[src/rtl/mux_arb_n.sv]
// mux_arb_n: M:1, N-bit multiplexer with a registered output stage and
// valid/ready handshaking on every channel.
//
// Two grant modes:
//   mode=0 : manual select, the channel is given by sel. A sel value that
//            is not a real channel (sel >= M) never grants anything.
//   mode=1 : round-robin. Channels are scanned from ptr upwards, modulo M,
//            and the first one with in_valid high wins. After each accepted
//            word ptr moves to the channel after the winner.
//
// The output register accepts a new word whenever it is empty or is being
// drained in the same cycle, so back-to-back words flow at 1 word/cycle
// with one cycle of latency.
//
// Ports:
//   clk       rising-edge clock
//   rst_n     asynchronous active-low reset
//   mode      0 = manual select, 1 = round-robin
//   sel       channel index used in manual mode
//   in_data   flat input bus, channel i at in_data[i*N +: N]
//   in_valid  per-channel valid
//   in_ready  per-channel ready (combinational, one-hot or zero)
//   out_data  registered output data
//   out_ch    index of the channel that produced out_data
//   out_valid registered output valid
//   out_ready downstream ready
module mux_arb_n #(
    parameter int N  = 8,
    parameter int M  = 4,
    parameter int SW = 2
) (
    input  logic            clk,
    input  logic            rst_n,
    input  logic            mode,
    input  logic [SW-1:0]   sel,
    input  logic [M*N-1:0]  in_data,
    input  logic [M-1:0]    in_valid,
    output logic [M-1:0]    in_ready,
    output logic [N-1:0]    out_data,
    output logic [SW-1:0]   out_ch,
    output logic            out_valid,
    input  logic            out_ready
);

    logic [N-1:0]   chan_data [M];
    logic [SW-1:0]  ptr_reg;
    logic [SW-1:0]  ptr_next;
    logic [SW-1:0]  rr_grant;
    logic           rr_found;
    logic [2*M-1:0] rr_rot;
    logic [SW-1:0]  grant;
    logic           gnt_v;
    logic           can_load;
    logic           fire;
    logic [N-1:0]   grant_data;

    genvar gi;
    generate
        for (gi = 0; gi < M; gi++) begin : g_chan
            assign chan_data[gi] = in_data[gi*N +: N];
            assign in_ready[gi]  = fire && (grant == SW'(gi));
        end
    endgenerate

    // Rotate the valid vector so that bit 0 corresponds to channel ptr; the
    // first set bit at offset k then maps back to channel (ptr + k) mod M.
    always_comb begin
        int s;
        rr_rot   = {in_valid, in_valid} >> ptr_reg;
        rr_found = 1'b0;
        rr_grant = '0;
        s        = 0;
        for (int k = 0; k < M; k++) begin
            if (!rr_found && rr_rot[k]) begin
                s = 32'(ptr_reg) + k;
                if (s >= M) begin
                    s = s - M;
                end
                rr_found = 1'b1;
                rr_grant = SW'(s);
            end
        end
    end

    always_comb begin
        grant = '0;
        gnt_v = 1'b0;
        if (mode) begin
            grant = rr_grant;
            gnt_v = rr_found;
        end else begin
            grant = sel;
            // Out-of-range select must never produce a grant.
            if (32'(sel) < M) begin
                gnt_v = in_valid[sel];
            end
        end
    end

    assign can_load = !out_valid || out_ready;
    assign fire     = gnt_v && can_load;

    always_comb begin
        grant_data = '0;
        for (int i = 0; i < M; i++) begin
            if (grant == SW'(i)) begin
                grant_data = chan_data[i];
            end
        end
    end

    always_comb begin
        ptr_next = ptr_reg;
        if (fire && mode) begin
            if (grant == SW'(M-1)) begin
                ptr_next = '0;
            end else begin
                ptr_next = grant + 1'b1;
            end
        end
    end

    always_ff @(posedge clk or negedge rst_n) begin
        if (!rst_n) begin
            out_valid <= 1'b0;
            out_data  <= '0;
            out_ch    <= '0;
            ptr_reg   <= '0;
        end else begin
            ptr_reg <= ptr_next;
            if (fire) begin
                out_data  <= grant_data;
                out_ch    <= grant;
                out_valid <= 1'b1;
            end else if (out_ready) begin
                out_valid <= 1'b0;
            end
        end
    end

endmodule
[config.mk]
export PLATFORM = sky130hd
export DESIGN_NAME = mux_arb_n
export DESIGN_NICKNAME = d
export VERILOG_FILES = /design/src/rtl/mux_arb_n.sv
export SDC_FILE = /design/constraint.sdc
export NUM_CORES = 1
export LEC_CHECK = 0
export BUFFER_PORTS_ARGS = -buffer_cell sky130_fd_sc_hd__buf_2
export CORE_MARGIN = 2
export CORE_UTILIZATION = 43
export CTS_CLUSTER_SIZE = 10
export DETAILED_ROUTE_END_ITERATION = 8
export GPL_ROUTABILITY_DRIVEN = 0
export PLACE_DENSITY = 0.82
export SYNTH_ARGS = -nofsm -noshare
export SYNTH_HDL_FRONTEND = slang
export SYNTH_SLANG_ARGS = --single-unit
[constraint.sdc]
create_clock -name clk -period 3.1 [get_ports clk]
set_input_delay 0.31 -clock clk [delete_from_list [all_inputs] [get_ports clk]]
set_output_delay 0.31 -clock clk [all_outputs]
set_load 0.01 [all_outputs]
==> run summary <==
Placed cell count - 190
Largest family of logic cells by synthesized area - compound AO/OA/AOI/OAI gates
Top sig layer - met3
Storage cell area - 325 um^2
CTS root buf - clkbuf_4
Flop-to-flop setup slack - 0.58 ns
Fillcell total - 208
RSZ-0062 raised after global routing - false
Worst r2r dst - out_data[5]$_DFFE_PN0N_
Port-buffer cells - 56
Fin crit share - 88.4%
Ranking of synthesized cells by area - dfrtp_1 33%, a221o_1 7.2%, o21ai_0 6.1%, a22oi_1 6.1%, o21a_1 6.1%
Longest Clk Path Bufs - 2
P_leak - 0.676 nW
Gr usage total - 21.6%
Setup TNS - 0 ns
CP max FO - 9
Layout Area Growth over Synthesis - 34.7%
Metal2 WL - 1.44 mm
Htree depth - 1
Post-synth EDFFs - 0
PD cells - 590 nW/um^2
Initial antenna violation count - 0
Mux share of post-synthesis cell area - 6.64%
Mean Syn Cell Area - 8.91 um^2
Worst VDD drop - 0.000344 V
Yosys cell types - 33
Via-per-instance ratio - 5.53
Num CTS Buffers - 3
Slew headroom - 56.4%
DR WL/cell - 13.9 um
Worst-Skew Late Latency - 0.27 ns
Crit Path Class - reg2out
Area share of the largest cell type after synthesis - 33.2%
Count of pins over their slew limit - 0
Final Non-Filler Cells - 195
Largest net degree at the start of global routing - 15
Total number of vias - 1079
Max reg flops - 8
Io pins - 57
Vias in the first global route - 1016
Adder-Cell Fraction of Synth Area - 5.11%
Asr flop ratio synth - 100%
CTS sink cnt - 13
Hold_sp - in_data[26]
WHS Endpoint - out_data[2]$_DFFE_PN0N_
Compound-Gate Fraction of Synth Area - 33.1%
Skew final - 0.00766 ns
Worst Path Required - 2.79 ns
YS warnings - 0
# diodes - 0
Max Cap Violations - 0
Share of cells above drive strength 1 - 41.3%
HP Class - in2reg
Starting Density - 44.7%
Synth Area in Simple Gates - 14.7%
Routed WL - 2.71 mm
Post-synth top flop - dfrtp_1
CTS tree - yes
Crit path DAT - 2.43 ns
Antenna viol nets, final - 0
Netlist Area Pre-Place - 980 um^2
Initial DRC count - 23
Length in cells of the worst reg-to-reg path - 7
Syn Nets - 156
Final setup violation count - 0
Seq cells post-synth - 13
WL met3 - 209 um
Status - finished, final reports clean
Drt drc - 0
Slew @ Worst Pin - 0.653 ns
Fmax - 365 MHz
Final net count - 214
Final Hold Viols - 0
Area leader, netlist - dfrtp_1
Clk slew on worst S/H paths - 0.08 ns
Horiz. Die Dim - 51.7 um
Util after Layout - 60.3%
Syn Inst Count - 110
First-pass GRT wire length - 4.37 mm
Multi-input gate area - 591 um^2
Synth Area in XOR/XNOR - 0%
DRT met1 WL - 1.06 mm
Fin crit period - 2.74 ns
Chip height - 51.7 um
DR pass1 iterations - 4
DP HPWL - 2.19 mm
CP Capture Type - output port
GR Overflow Total - 0
Register area share after synthesis - 33.2%
Die ar. - 2680 um^2
Worst r2r src - ptr_reg[1]$_DFFE_PN0P_
Worst Setup Start Kind - flip-flop
Hold Path Depth - 3
# rows - 17
Core area - 2190 um^2
cell families (layout without fill, tap and decap cells):
kind of cell	after synthesis	in the layout
and+or+nand+nor	28	28
DFF	13	13
buffers and inverters	16	73
muxes	5	5
AOI/OAI and AO/OA	44	44
adders and majority gates	4	4
where the power goes:
part	total, mW	internal [mW]	switching (mW)
Combinational	0.402	0.191	0.211
Sequential	0.275	0.231	0.0443
Clock	0.102	0.0498	0.0523
metrics by stage:
stage	setup slack [ns]	power (mW)	hold WS, ns	area (um^2)
floorplan	0.795	0.530	0.0144	980
global placement	0.495	0.658	0.207	1280
detailed placement	0.305	0.675	0.213	1280
CTS	0.135	0.779	0.355	1310
global route	0.108	0.849	0.376	1320
finish	0.359	0.779	0.351	1320
final cells by class:
class,count,area share (%)
multi-input cells,81,44.7
flip-flops and latches,13,24.6
repair buffers,59,23.1
inverters,10,2.84
well taps,28,2.65
clock buffers,4,1.99
how the worst max path moves through the flow:
stage	slack, ns	cells after the start	to	start
5_1_grt	0.11	7	in_ready[3]	ptr_reg[1]$_DFFE_PN0P_
3_5_place_dp	0.31	9	out_data[4]$_DFFE_PN0N_	in_valid[2]
6_report	0.36	7	in_ready[3]	ptr_reg[1]$_DFFE_PN0P_
4_1_cts	0.13	7	in_ready[3]	ptr_reg[1]$_DFFE_PN0P_
2_1_floorplan	0.80	7	in_ready[3]	ptr_reg[1]$_DFFE_PN0P_
3_3_place_gp	0.49	9	out_data[3]$_DFFE_PN0N_	in_valid[2]
cells in the final DEF, fill, tap and decap left out, drive strengths merged:
cell type | Yosys | routed
nor2 | 6 | 6
nor4bb | 1 | 1
clkbuf | 3 | 4
o311ai | 2 | 2
o21a | 8 | 8
nor3 | 1 | 1
clkinv | 2 | 2
buf | 3 | 58
a221o | 7 | 7
ha | 4 | 4
nand2 | 11 | 11
mux4 | 1 | 1
dfrtp | 13 | 13
inv | 8 | 8
dlygate4sd3 | 0 | 1
o22ai | 1 | 1
a22oi | 8 | 8
a221oi | 1 | 1
a21oi | 2 | 2
o32ai | 1 | 1
mux2i | 2 | 2
and3 | 1 | 1
o21ai | 12 | 12
nor2b | 1 | 1
o221ai | 1 | 1
and4bb | 1 | 1
or3b | 1 | 1
nand2b | 3 | 3
or2 | 2 | 2
mux2 | 2 | 2
o21bai | 1 | 1
per-layer routing:
| metal | track usage, % | vias to the layer above |
|---|---|---|
| met5 | 0 | - |
| met4 | 2.19 | 0 |
| met3 | 5.17 | 0 |
| met2 | 42.5 | 53 |
| met1 | 23.9 | 502 |
| li1 | - | 524 |
timing repair:
item,4_1_cts,5_1_grt
gates resized for setup,0,2
endpoints found under the setup margin,0,2
hold endpoints to repair,13,0
hold buffers,1,0
setup buffers,0,0
synthesized netlist by cell type (2+ instances only):
library cell / instances
a21oi_1: 2
a221o_1: 7
a22oi_1: 8
clkbuf_1: 3
clkinv_1: 2
dfrtp_1: 13
ha_1: 4
inv_1: 8
mux2_2: 2
mux2i_1: 2
nand2_1: 11
nand2b_1: 3
nor2_1: 6
o21a_1: 8
o21ai_0: 12
or2_2: 2
worst max-delay path: stages, from the launching register on:
cell and delay, ns:
dfrtp_1 0.44, mux2i_1 0.24, o21ai_0 0.13, o32ai_2 0.35
ha_1 0.40, clkinv_1 0.29, nor2_1 0.15, buf_2 0.14
(Power assumes the default switching activity.)
